**src/rtl/comparator_serial_ctrl_pkg.sv**
```systemverilog
// rtl/comparator_serial_ctrl_pkg.sv - shared state encodings, result codes and index-width helper
package comparator_defs;

  typedef enum logic [1:0] {
    ST_IDLE = 2'd0,
    ST_RUN  = 2'd1,
    ST_DONE = 2'd2
  } state_t;

  // {gt,eq,lt} ordering
  localparam logic [2:0] RES_GT = 3'b100;
  localparam logic [2:0] RES_EQ = 3'b010;
  localparam logic [2:0] RES_LT = 3'b001;

  function automatic int idx_width(input int w);
    return (w > 1) ? $clog2(w) : 1;
  endfunction

endpackage

```
**src/rtl/comparator_serial_ctrl_if.sv**
```systemverilog
// rtl/comparator_serial_ctrl_if.sv - request/result bundle of the serial comparator
interface comparator_serial_ctrl_if #(
  parameter int W  = 8,
  parameter int CW = $clog2(W + 1)
);
  logic          start;
  logic [W-1:0]  a;
  logic [W-1:0]  b;
  logic          busy;
  logic          done;
  logic          gt;
  logic          eq;
  logic          lt;
  logic [CW-1:0] bits_examined;

  modport master (
    output start, a, b,
    input  busy, done, gt, eq, lt, bits_examined
  );

  modport slave (
    input  start, a, b,
    output busy, done, gt, eq, lt, bits_examined
  );
endinterface

```
**src/rtl/comparator_bit.sv**
```systemverilog
// rtl/comparator_bit.sv - combinational 1-bit compare cell
module comparator_bit (
  input  logic x,
  input  logic y,
  output logic gt,
  output logic eq,
  output logic lt
);
  assign gt = x & ~y;
  assign eq = ~(x ^ y);
  assign lt = ~x & y;
endmodule

```
**src/rtl/comparator_serial_ctrl.sv**
```systemverilog
// rtl/comparator_serial_ctrl.sv - MSB-first bit-serial unsigned comparator sequencer
// Optional early exit on first differing bit: COMPARATOR_EARLY_EXIT_EN
module comparator_serial_ctrl
  import comparator_defs::*;
#(
  parameter int W  = 8,
  parameter int CW = $clog2(W + 1)
) (
  input  logic clk,
  input  logic rst,
  comparator_serial_ctrl_if.slave bus
);
  localparam int IW = idx_width(W);

  state_t        r_state;
  state_t        w_state_nxt;
  logic [W-1:0]  r_a;
  logic [W-1:0]  r_b;
  logic [IW-1:0] r_idx;
  logic [CW-1:0] r_cnt;
  logic [CW-1:0] r_bits;
  logic          r_dec_gt;
  logic          r_dec_lt;
  logic          r_gt;
  logic          r_eq;
  logic          r_lt;

  logic          w_bit_gt;
  logic          w_bit_eq;
  logic          w_bit_lt;
  logic          w_first;
  logic          w_dec_gt;
  logic          w_dec_lt;
  logic          w_last;
  logic          w_accept;
  logic [2:0]    w_res;

  comparator_bit u_bit (
    .x  (r_a[r_idx]),
    .y  (r_b[r_idx]),
    .gt (w_bit_gt),
    .eq (w_bit_eq),
    .lt (w_bit_lt)
  );

  // Only the first differing bit decides; later bits cannot override it.
  assign w_first  = ~(r_dec_gt | r_dec_lt) & ~w_bit_eq;
  assign w_dec_gt = r_dec_gt | (w_first & w_bit_gt);
  assign w_dec_lt = r_dec_lt | (w_first & w_bit_lt);
  assign w_res    = w_dec_gt ? RES_GT : (w_dec_lt ? RES_LT : RES_EQ);

`ifdef COMPARATOR_EARLY_EXIT_EN
  assign w_last = (r_idx == '0) | w_first;
`else
  assign w_last = (r_idx == '0);
`endif

  assign w_accept = bus.start & ((r_state == ST_IDLE) | (r_state == ST_DONE));

  always_ff @(posedge clk) begin
    if (rst) r_state <= ST_IDLE;
    else     r_state <= w_state_nxt;
  end

  always_comb begin
    w_state_nxt = r_state;
    case (r_state)
      ST_IDLE: if (bus.start) w_state_nxt = ST_RUN;
      ST_RUN:  if (w_last) w_state_nxt = ST_DONE;
      ST_DONE: w_state_nxt = bus.start ? ST_RUN : ST_IDLE;
      default: w_state_nxt = ST_IDLE;
    endcase
  end

  always_ff @(posedge clk) begin
    if (rst) begin
      r_a      <= '0;
      r_b      <= '0;
      r_idx    <= '0;
      r_cnt    <= '0;
      r_bits   <= '0;
      r_dec_gt <= 1'b0;
      r_dec_lt <= 1'b0;
      r_gt     <= 1'b0;
      r_eq     <= 1'b0;
      r_lt     <= 1'b0;
    end else if (w_accept) begin
      r_a      <= bus.a;
      r_b      <= bus.b;
      r_idx    <= IW'(W - 1);
      r_cnt    <= '0;
      r_dec_gt <= 1'b0;
      r_dec_lt <= 1'b0;
    end else if (r_state == ST_RUN) begin
      r_cnt    <= r_cnt + CW'(1);
      r_dec_gt <= w_dec_gt;
      r_dec_lt <= w_dec_lt;
      if (w_last) begin
        {r_gt, r_eq, r_lt} <= w_res;
        r_bits             <= r_cnt + CW'(1);
      end else begin
        r_idx <= r_idx - IW'(1);
      end
    end
  end

  assign bus.busy          = (r_state == ST_RUN);
  assign bus.done          = (r_state == ST_DONE);
  assign bus.gt            = r_gt;
  assign bus.eq            = r_eq;
  assign bus.lt            = r_lt;
  assign bus.bits_examined = r_bits;
endmodule

```
**src/flat_wrapper.sv**
```systemverilog
// flat-port wrapper written by rule: the top's interface ports become plain ports
module comparator_serial_ctrl_flat import comparator_defs::*;
#(
  parameter int W  = 8,
  parameter int CW = $clog2(W + 1)
)
  (clk, rst, bus_start, bus_a, bus_b, bus_busy, bus_done, bus_gt, bus_eq, bus_lt, bus_bits_examined);
  comparator_serial_ctrl_if #(.W(W), .CW(CW)) bus_i ();
  input  logic clk;
  input  logic rst;
  input wire logic [$bits(bus_i.start)-1:0] bus_start;
  input wire logic [$bits(bus_i.a)-1:0] bus_a;
  input wire logic [$bits(bus_i.b)-1:0] bus_b;
  output wire logic [$bits(bus_i.busy)-1:0] bus_busy;
  output wire logic [$bits(bus_i.done)-1:0] bus_done;
  output wire logic [$bits(bus_i.gt)-1:0] bus_gt;
  output wire logic [$bits(bus_i.eq)-1:0] bus_eq;
  output wire logic [$bits(bus_i.lt)-1:0] bus_lt;
  output wire logic [$bits(bus_i.bits_examined)-1:0] bus_bits_examined;
  assign bus_i.start = bus_start;
  assign bus_i.a = bus_a;
  assign bus_i.b = bus_b;
  assign bus_busy = bus_i.busy;
  assign bus_done = bus_i.done;
  assign bus_gt = bus_i.gt;
  assign bus_eq = bus_i.eq;
  assign bus_lt = bus_i.lt;
  assign bus_bits_examined = bus_i.bits_examined;
  comparator_serial_ctrl #(.W(W), .CW(CW)) u_core (.clk(clk), .rst(rst), .bus(bus_i));
endmodule
```
**config.mk**
```make
export PLATFORM = sky130hd
export DESIGN_NAME = comparator_serial_ctrl_flat
export DESIGN_NICKNAME = d
export VERILOG_FILES = /design/src/rtl/comparator_serial_ctrl_pkg.sv /design/src/rtl/comparator_serial_ctrl_if.sv /design/src/rtl/comparator_bit.sv /design/src/rtl/comparator_serial_ctrl.sv /design/src/flat_wrapper.sv
export SDC_FILE = /design/constraint.sdc
export NUM_CORES = 1
export LEC_CHECK = 0
export ABC_AREA = 1
export BUFFER_PORTS_ARGS = -buffer_cell sky130_fd_sc_hd__buf_2
export CAP_MARGIN = 10
export CORE_MARGIN = 2
export CORE_UTILIZATION = 45
export DETAILED_ROUTE_END_ITERATION = 10
export PLACE_DENSITY = 0.67
export REMOVE_ABC_BUFFERS = 1
export SETUP_SLACK_MARGIN = 0.15
export SLEW_MARGIN = 10
export SYNTH_ARGS = -nofsm -noshare
export SYNTH_HDL_FRONTEND = slang
export SYNTH_SLANG_ARGS = --single-unit
```
**constraint.sdc**
```tcl
create_clock -name clk -period 4.75 [get_ports clk]
set_input_delay 0.475 -clock clk [delete_from_list [all_inputs] [get_ports clk]]
set_output_delay 0.475 -clock clk [all_outputs]
set_load 0.05 [all_outputs]
```
==> results of run 1 <==
-- synthesized netlist by cell type --
cell type,n,share of area [%]
a211oi_1,1,0.48
a21oi_1,11,3.5
buf_2,4,1.3
buf_4,3,1.4
buf_6,1,0.72
dfxtp_1,34,43
ha_1,5,4.0
inv_1,12,2.9
inv_2,3,0.72
nand2_1,44,11
nand2_2,3,1.2
nand2_4,1,0.72
nand3_1,10,3.2
nor2_1,56,13
nor2_2,1,0.40
nor2_4,1,0.72
nor2_8,1,1.3
o21ai_0,26,8.3
o21ai_1,1,0.32
xor2_1,3,1.7
-- worst paths after layout --
kind	startpoint	slack, ns	end	depth (start not counted)
min	bus_b[1]	0.38	u_core.r_b[1]	3
max reg2reg	u_core.r_idx[0]	2.76	u_core.bus.lt	11
max	u_core.r_idx[0]	2.76	u_core.bus.lt	11
min reg2reg	u_core.bus.lt	0.46	u_core.bus.lt	2
-- worst max-delay path: stages, from the launching register on --
cell and delay [ns]:
dfxtp_1 0.53, inv_1 0.22, o21ai_0 0.30, nand2_1 0.09
nand2_1 0.06, nand2_1 0.05, ha_1 0.26, nor2_1 0.13
nand2_1 0.06, nand2_1 0.06, nand2_1 0.05, a21oi_1 0.11
-- layout make-up --
| cell class | instances | area share [%] |
|---|---|---|
| clock buffers | 7 | 3.11 |
| clock inverters | 1 | 0.283 |
| inverters | 15 | 3.18 |
| multi-input cells | 164 | 44.1 |
| flip-flops and latches | 34 | 38.5 |
| well taps | 46 | 3.25 |
| repair buffers | 27 | 7.64 |
-- layout by cell type, fill, tap and decap left out, drive strengths merged, types with 3 or more instances in the layout --
cell | netlist | final
a21oi | 11 | 11
buf | 8 | 27
clkbuf | 0 | 7
dfxtp | 34 | 34
ha | 5 | 5
inv | 15 | 15
nand2 | 48 | 48
nand3 | 10 | 10
nor2 | 59 | 59
o21ai | 27 | 27
xor2 | 3 | 3
-- flip-flops by register name (all words and copies together) (netlist names) --
register / count
u_core.r_a: 8
u_core.r_b: 8
u_core.bus.bits_examined: 4
u_core.r_cnt: 4
u_core.r_idx: 3
u_core.r_state: 2
u_core.bus.eq: 1
u_core.bus.gt: 1
u_core.bus.lt: 1
u_core.r_dec_gt: 1
u_core.r_dec_lt: 1
-- power groups by stage --
stage | logic, uW | clock network, uW | registers, uW
final | 169 | 164 | 329
after detailed placement | 169 | 0 | 336
after CTS | 170 | 170 | 329
after global placement | 168 | 0 | 335
after global routing | 194 | 183 | 333
after floorplan | 116 | 0 | 348
-- layer usage --
metal	GRT usage [%]	wire, um
met3	5.54	158
met4	5.83	49
met5	0	0
met2	25.9	1310
met1	21.9	1450
-- kinds of logic after synthesis --
logic type	Yosys count
DFF	34
and+or+nand+nor	117
AOI/OAI and AO/OA	39
xor gates and xnor gates	3
buffers and inverters	23
adders and majority gates	5
-- per-stage QoR --
stage | setup WS (ns) | instances | utilization, % | power [uW] | instance area [um^2]
final | 2.76 | 294 | 53.0 | 662 | 1770
after global routing | 2.50 | 294 | 53.0 | 710 | 1770
after CTS | 2.76 | 294 | 53.0 | 669 | 1770
after detailed placement | 2.79 | 286 | 51.2 | 505 | 1710
after global placement | 2.86 | 286 | 51.2 | 503 | 1710
after floorplan | 3.08 | 213 | - | 465 | 1520
==> impl_metrics.json, run 1 <==
{
  "drt_iter0_markers": 74,
  "cts_resized": 0,
  "drc": 0,
  "internal_power_uw": 438,
  "synth_mux_area_share_pct": 0,
  "htreeDepth": 2,
  "drv_cap": 0,
  "tritoncts": "yes",
  "area.sequential_um2": 681,
  "crit_path_end_kind": "register",
  "io_buffers": 27,
  "synthSimpleGateAreaFrac_pct": 31.4,
  "power.switching_uw": 224,
  "wl_um": 2970,
  "p_leak_uw": 0.000865,
  "clk_pin_slew_ns": 0.10,
  "period_share_pct": 41.8,
  "rsz0062_at_grt": "no",
  "numCtsBuffers": 5,
  "post-cts-setup-buffer-count": 0,
  "setup-violations-final": 0,
  "die_x_um": 63.1,
  "synth-compound-area-share_pct": 12.6,
  "layout-drive-gt1-share_pct": 17.7,
  "tightest_slew_ns": 0.642,
  "hold_path.class": "in2reg",
  "grt_pass1_vias": 1202,
  "grt_first_pass_wirelength_um": 5270,
  "p_sw_share_pct": 33.9,
  "tns_ns": 0,
  "finalHoldViolations": 0,
  "cp-start-kind": "register",
  "dpl.hpwl_um": 2160,
  "overflow": 0,
  "initial_core_util_pct": 47.1,
  "fill_cells": 349,
  "grt_max_degree": 27,
  "num_rows": 21,
  "area_growth_pct": 12.7,
  "syn-instance-count": 221,
  "dieArea_um2": 3980,
  "clkLatencyLatePin_ns": 0.33,
  "cts.sinks": 34,
  "clockBufferDepth": 2,
  "drtAntennaViolNets": 0,
  "die_h_um": 63.1,
  "ys_ff_latch": 34,
  "avgSynthCellArea_um2": 7.11,
  "path_class": "reg2reg",
  "required_ns": 5.03,
  "clock_skew_ns": 0.00476,
  "viasPerCell": 4.73,
  "report.final.slew_viol_count": 0,
  "cp_max_fo": 11,
  "timing.hold.ws_ns": 0.382,
  "diodes": 0,
  "yosysUniqueCellTypes": 20,
  "coreArea_um2": 3340,
  "relSlewSlack_pct": 57.1,
  "io_pins": 28,
  "crit_arrival_ns": 2.26,
  "p_per_area_nw_per_um2": 374,
  "cts-root-buf": "clkbuf_4",
  "clockPowerShare_pct": 24.7,
  "routedWlPerCell_um": 10.1,
  "synth_top_family_by_area": "simple AND/OR/NAND/NOR gates",
  "grtUsageTotal_pct": 16.8,
  "ir_drop_mv": 0.166,
  "multi_input_area_um2": 779,
  "seqPwrFrac_pct": 49.7,
  "period_needed_ns": 1.99,
  "status": "completed",
  "fin_nets": 271,
  "synth.cell_area_um2": 1570,
  "gp_congestion": 0.868,
  "synth_seq_area_share_pct": 43.3,
  "holdBufCountCts": 0,
  "combPwrFrac_pct": 25.6,
  "max_freq_mhz": 503,
  "synth_xor_area_share_pct": 1.67,
  "antenna_found_initial": 0,
  "synth_fa_ha_area_share_pct": 3.98,
  "yosys_warnings": 0,
  "first_pass_iters": 4,
  "vias": 1391
}
(Power assumes the default switching activity.)
==> run 2, diff against run 1 <==
==> constraint.sdc (replaced) <==
create_clock -name clk -period 2 [get_ports clk]
set_input_delay 0.2 -clock clk [delete_from_list [all_inputs] [get_ports clk]]
set_output_delay 0.2 -clock clk [all_outputs]
set_load 0.05 [all_outputs]
==> impl_metrics.json, run 2 (synthesis gave the netlist of run 1 again) <==
{
  "io_buffers": 27,
  "grtUsageTotal_pct": 17.6,
  "hold_path_depth": 3,
  "period_share_pct": 82.8,
  "die_x_um": 63.1,
  "cp_max_fo": 6,
  "layout-drive-gt1-share_pct": 19.5,
  "io_pins": 28,
  "diodes": 0,
  "fill_cells": 353,
  "slowest_stage": "dfxtp_4",
  "drtAntennaViolNets": 0,
  "crit_arrival_ns": 1.92,
  "p_leak_uw": 0.000877,
  "rr_worst_depth": 9,
  "critPathBufInv": 1,
  "place_area_um2": 1720,
  "rsz0062_at_grt": "yes",
  "vias": 1427,
  "dieArea_um2": 3980,
  "first_pass_iters": 4,
  "overflow": 0,
  "hold_path.class": "in2reg",
  "fin_nets": 274,
  "wl_um": 3120,
  "crit_path_end_kind": "register",
  "timing.hold.ws_ns": 0.101,
  "grt_max_degree": 27,
  "drt_iter0_markers": 46,
  "required_ns": 2.27,
  "layout_common_cells": "nor2_1 (56), nand2_1 (44), dfxtp_1 (33), buf_2 (27), o21ai_0 (25)",
  "numCtsBuffers": 5,
  "status": "completed",
  "viasPerCell": 4.80,
  "clkLatencyLatePin_ns": 0.35,
  "antenna_found_initial": 0,
  "cts-root-buf": "clkbuf_4",
  "relSlewSlack_pct": 67.0,
  "area_growth_pct": 14.6,
  "clock_skew_ns": 0.00922,
  "grt_pass1_vias": 1252,
  "p_per_area_nw_per_um2": 889,
  "dpl.hpwl_um": 2250,
  "cp-start-kind": "register",
  "finalHoldViolations": 0,
  "max_stage_delay_ns": 0.41,
  "path_cells": "clkinvlp_4 > nor2_1 > o21ai_0 > nand3_1 > nand2_1 > ha_1 > nor2_1 > a21oi_1 > a211oi_1",
  "cpMostUsedCell": "nor2_1",
  "reg_top3": "u_core.r_a: 8 flops, u_core.r_b: 8 flops",
  "num_rows": 21,
  "period_needed_ns": 1.66,
  "cts.sinks": 34,
  "clockBufferDepth": 2,
  "die_h_um": 63.1,
  "tritoncts": "yes",
  "initial_core_util_pct": 47.1,
  "grt_first_pass_wirelength_um": 5400,
  "drc": 0,
  "gp_congestion": 0.829,
  "tightest_slew_ns": 0.495,
  "cp_top_family": "flip-flops",
  "final_common_cell": "nor2_1",
  "path_class": "reg2reg",
  "ir_drop_mv": 0.463,
  "max_freq_mhz": 604,
  "coreArea_um2": 3340,
  "tns_ns": 0,
  "holdBufCountCts": 0,
  "setup-violations-final": 0,
  "routedWlPerCell_um": 10.5,
  "clk_pin_slew_ns": 0.10,
  "finalInstanceArea_um2": 1800,
  "report.final.slew_viol_count": 0,
  "drv_cap": 0,
  "htreeDepth": 2,
  "cp.depth": 9
}
[run 2: final timing paths]
check,to,start,slack (ns)
worst min-delay path,u_core.r_b[4],bus_b[4],0.10
worst min register to register,u_core.bus.eq,u_core.bus.eq,0.47
worst max-delay path,u_core.r_dec_lt,u_core.r_idx[1],0.34
worst max register to register,u_core.r_dec_lt,u_core.r_idx[1],0.34
[run 2: power breakdown]
group          internal [uW]  switching, uW
clock                    170            231
sequential               735           43.4
combinational            144            276
total                   1050            551
[run 2: what timing repair did]
action,4_1_cts,5_1_grt
buffers inserted,0,1
setup endpoints to repair,0,4
gates resized for setup,0,4
[run 2: layer usage]
| layer | track usage (%) | part of all wire, % | up-vias |
|---|---|---|---|
| met3 | 4.46 | 4.3 | 8 |
| met4 | 10.8 | 2.6 | 0 |
| li1 | - | - | 762 |
| met1 | 22.4 | 50 | 632 |
| met2 | 26.5 | 43 | 25 |
| met5 | 0 | 0 | - |
[run 2: cell type report]
class,instances,area (um^2),share of cell area [%]
Tap cell,46,57.6,3.20
Multi-Input combinational cell,164,779,43.3
Clock buffer,7,55.1,3.06
Clock inverter,1,5.00,0.278
Inverter,15,60.1,3.34
Sequential cell,34,684,38.0
Timing Repair Buffer,30,158,8.76
[run 2: through the flow]
stage / setup slack [ns] / instances / total power (uW) / util, %
floorplan: 0.328 / 213 / 1100 / -
global placement: 0.308 / 288 / 1200 / 51.7
detailed placement: 0.287 / 288 / 1210 / 51.7
CTS: 0.267 / 296 / 1600 / 53.5
global route: 0.102 / 297 / 1710 / 53.9
finish: 0.345 / 297 / 1600 / 53.9
[run 2: worst min-delay path, cell delays in order]
cell,delay (ns)
buf_2,0.07
o21ai_0,0.07
nor2_1,0.08
==> run 3, diff against run 2 <==
--- a/config.mk
+++ b/config.mk
@@ -5,7 +5,7 @@
 export SDC_FILE = /design/constraint.sdc
 export NUM_CORES = 1
 export LEC_CHECK = 0
-export ABC_AREA = 1
+export ABC_AREA = 0
 export BUFFER_PORTS_ARGS = -buffer_cell sky130_fd_sc_hd__buf_2
 export CAP_MARGIN = 10
 export CORE_MARGIN = 2
==> constraint.sdc (replaced) <==
create_clock -name clk -period 1.7 [get_ports clk]
set_input_delay 0.17 -clock clk [delete_from_list [all_inputs] [get_ports clk]]
set_output_delay 0.17 -clock clk [all_outputs]
set_load 0.05 [all_outputs]
==> impl_metrics.json, run 3 <==
{
  "reg_top3": "u_core.r_a: 8 flops, u_core.r_b: 8 flops",
  "grt_pass1_vias": 1252,
  "timing.hold.ws_ns": 0.0729,
  "htreeDepth": 2,
  "layout-drive-gt1-share_pct": 37.9,
  "max_stage_delay_ns": 0.52,
  "power.switching_uw": 540,
  "avgSynthCellArea_um2": 9.10,
  "overflow": 0,
  "dpl.hpwl_um": 2200,
  "max_freq_mhz": 482,
  "final_util_pct": 63.1,
  "min_from": "bus_b[4]",
  "netlist_top_cells_area": "dfxtp_1 (45%), nand2_1 (8.8%), a21oi_1 (7.3%), mux4_2 (6.0%), ha_1 (4.2%)",
  "min_to": "u_core.r_b[4]",
  "period_needed_ns": 2.07,
  "clk_pin_slew_ns": 0.10,
  "grt_first_pass_wirelength_um": 5530,
  "clockBufferDepth": 2,
  "dieArea_um2": 3810,
  "synth.cell_area_um2": 1500,
  "cp-start-kind": "register",
  "rsz0062_at_grt": "yes",
  "pre_cts_slack_ns": -0.414,
  "crit_path_end_kind": "register",
  "first_pass_iters": 4,
  "layout_setup_ws_ns": -0.373,
  "yosysTopAreaCellShare_pct": 45.3,
  "syn-instance-count": 165,
  "clock_skew_ns": 0.0114,
  "clkLatencyLatePin_ns": 0.33,
  "yosysUniqueCellTypes": 30,
  "period_share_pct": 122,
  "synth_ff_type": "dfxtp_1",
  "tns_ns": -1.55,
  "layout_common_cells": "nand2_1 (35), dfxtp_1 (32), buf_2 (26), a21oi_1 (20), buf_4 (11)",
  "diodes": 0,
  "internal_power_uw": 1350,
  "path_class": "reg2reg",
  "ir_drop_mv": 0.412,
  "wl_um": 3220,
  "vias": 1259,
  "rr_worst_depth": 7,
  "coreArea_um2": 3100,
  "violations": "negative setup slack",
  "power.total_uw": 1890,
  "yosysMostFrequentCell": "nand2_1",
  "gp_congestion": 0.786,
  "relSlewSlack_pct": 65.9,
  "drt_iter0_markers": 27,
  "cp_top_family": "multiplexers",
  "clockPowerShare_pct": 28.8,
  "tritoncts": "yes",
  "drtAntennaViolNets": 0,
  "die_x_um": 61.8,
  "yosysTopAreaCell": "dfxtp_1",
  "report.final.slew_viol_count": 0,
  "drv_cap": 0,
  "cts.sinks": 34,
  "fill_cells": 290,
  "io_buffers": 27,
  "required_ns": 1.94,
  "cp_max_fo": 3,
  "routedWlPerCell_um": 12.9,
  "hold_path.class": "in2reg",
  "reg2reg_slack_ns": -0.37,
  "viasPerCell": 5.04,
  "fin_nets": 229,
  "setup-violations-final": 5,
  "io_pins": 28,
  "numCtsBuffers": 5,
  "tightest_slew_ns": 0.512,
  "synth-edff-count": 0,
  "r2r-start": "u_core.r_idx[0]",
  "yosys-top-cells-count": "nand2_1 (35), dfxtp_1 (34), a21oi_1 (22)",
  "finalHoldViolations": 0,
  "seqPwrFrac_pct": 46.8,
  "initial_core_util_pct": 48.4,
  "synthArstFlopShare_pct": 0,
  "slowest_stage": "mux4_2",
  "die_h_um": 61.8,
  "cts-root-buf": "clkbuf_4",
  "antenna_found_initial": 0,
  "reg2reg_to": "u_core.bus.lt",
  "grt_max_degree": 18,
  "synth_seq_area_share_pct": 45.3,
  "combPwrFrac_pct": 24.4,
  "p_per_area_nw_per_um2": 964,
  "final_common_cell": "nand2_1",
  "p_leak_uw": 0.000806,
  "area_growth_pct": 30.5,
  "critPathBufInv": 1,
  "hold_path_depth": 3,
  "holdBufCountCts": 0,
  "status": "complete, but fails checks",
  "num_rows": 20,
  "grtUsageTotal_pct": 20.2,
  "drc": 0,
  "path_cells": "mux4_2 > mux2i_2 > inv_1 > ha_2 > nor2b_4 > or4_4 > o32ai_2",
  "ys_ff_latch": 34,
  "p_sw_share_pct": 28.6,
  "crit_arrival_ns": 2.31,
  "yosys_warnings": 0
}
run 3: changes by cell type after synthesis, sizes merged, moves of 4 or more:
| cell | change |
|---|---|
| a21oi | +11 |
| inv | -7 |
| mux4 | +4 |
| nand2 | -13 |
| nand2b | +5 |
| nand3 | -9 |
| nor2 | -48 |
| o21ai | -25 |
run 3: worst reg2reg max path, cell delays in order (launching register included):
cell,delay [ns]
dfxtp_4,0.38
mux4_2,0.52
mux2i_2,0.20
inv_1,0.07
ha_2,0.17
nor2b_4,0.12
or4_4,0.43
o32ai_2,0.10
run 3: kinds of logic (layout without fill, tap and decap cells):
| family | after synthesis | after routing | synth area share (%) |
|---|---|---|---|
| xor+xnor | 4 | 4 | 2.33 |
| compound gates | 34 | 34 | 14.3 |
| simple gates | 64 | 64 | 21.2 |
| flops | 34 | 34 | 45.3 |
| fa+ha+maj | 5 | 5 | 4.17 |
| buf+inv | 17 | 58 | 4.75 |
| mux | 7 | 7 | 8.00 |
run 3: per-layer routing:
layer  global-route usage, %  wire length [um]  vias to the layer above
met5                       0                 0                        -
met4                    10.9                48                        0
met3                    5.38               108                        6
met2                    34.7              1710                       28
met1                    22.7              1360                      584
li1                        -                 -                      641
run 3: through the flow:
stage,cell area (um^2),instances
floorplan,1460,156
global placement,1720,236
detailed placement,1720,236
CTS,1920,249
global route,1960,250
finish,1960,250
run 3: power groups by stage:
stage	clock network [uW]	registers [uW]	logic, uW
after floorplan	0	934	192
after global placement	0	898	338
after detailed placement	0	900	350
after CTS	557	884	433
after global routing	590	893	508
final	544	885	460
run 3: final cells by class:
class	instances	area, um^2	area share (%)
Inverter	8	37.5	1.92
Clock buffer	8	78.8	4.02
Tap cell	44	55.1	2.81
Multi-Input combinational cell	114	833	42.5
Timing Repair Buffer	42	269	13.7
Sequential cell	34	686	35.0
run 3: repair_timing:
item,in CTS,in global routing
gates resized for setup,24,9
pin swaps,9,3
setup buffers,5,1
setup endpoints to repair,12,13
run 3: how the worst max path moves through the flow:
| stage | startpoint | endpoint | slack, ns | cells past startpoint |
|---|---|---|---|---|
| after floorplan | u_core.r_idx[0] | u_core.bus.eq | -0.45 | 7 |
| after global placement | u_core.r_idx[0] | u_core.bus.eq | -0.34 | 7 |
| after detailed placement | u_core.r_idx[0] | u_core.bus.lt | -0.41 | 8 |
| after CTS | u_core.r_idx[0] | u_core.bus.eq | -0.36 | 7 |
| after global routing | u_core.r_idx[0] | u_core.bus.eq | -0.49 | 7 |
| final | u_core.r_idx[0] | u_core.bus.lt | -0.37 | 7 |
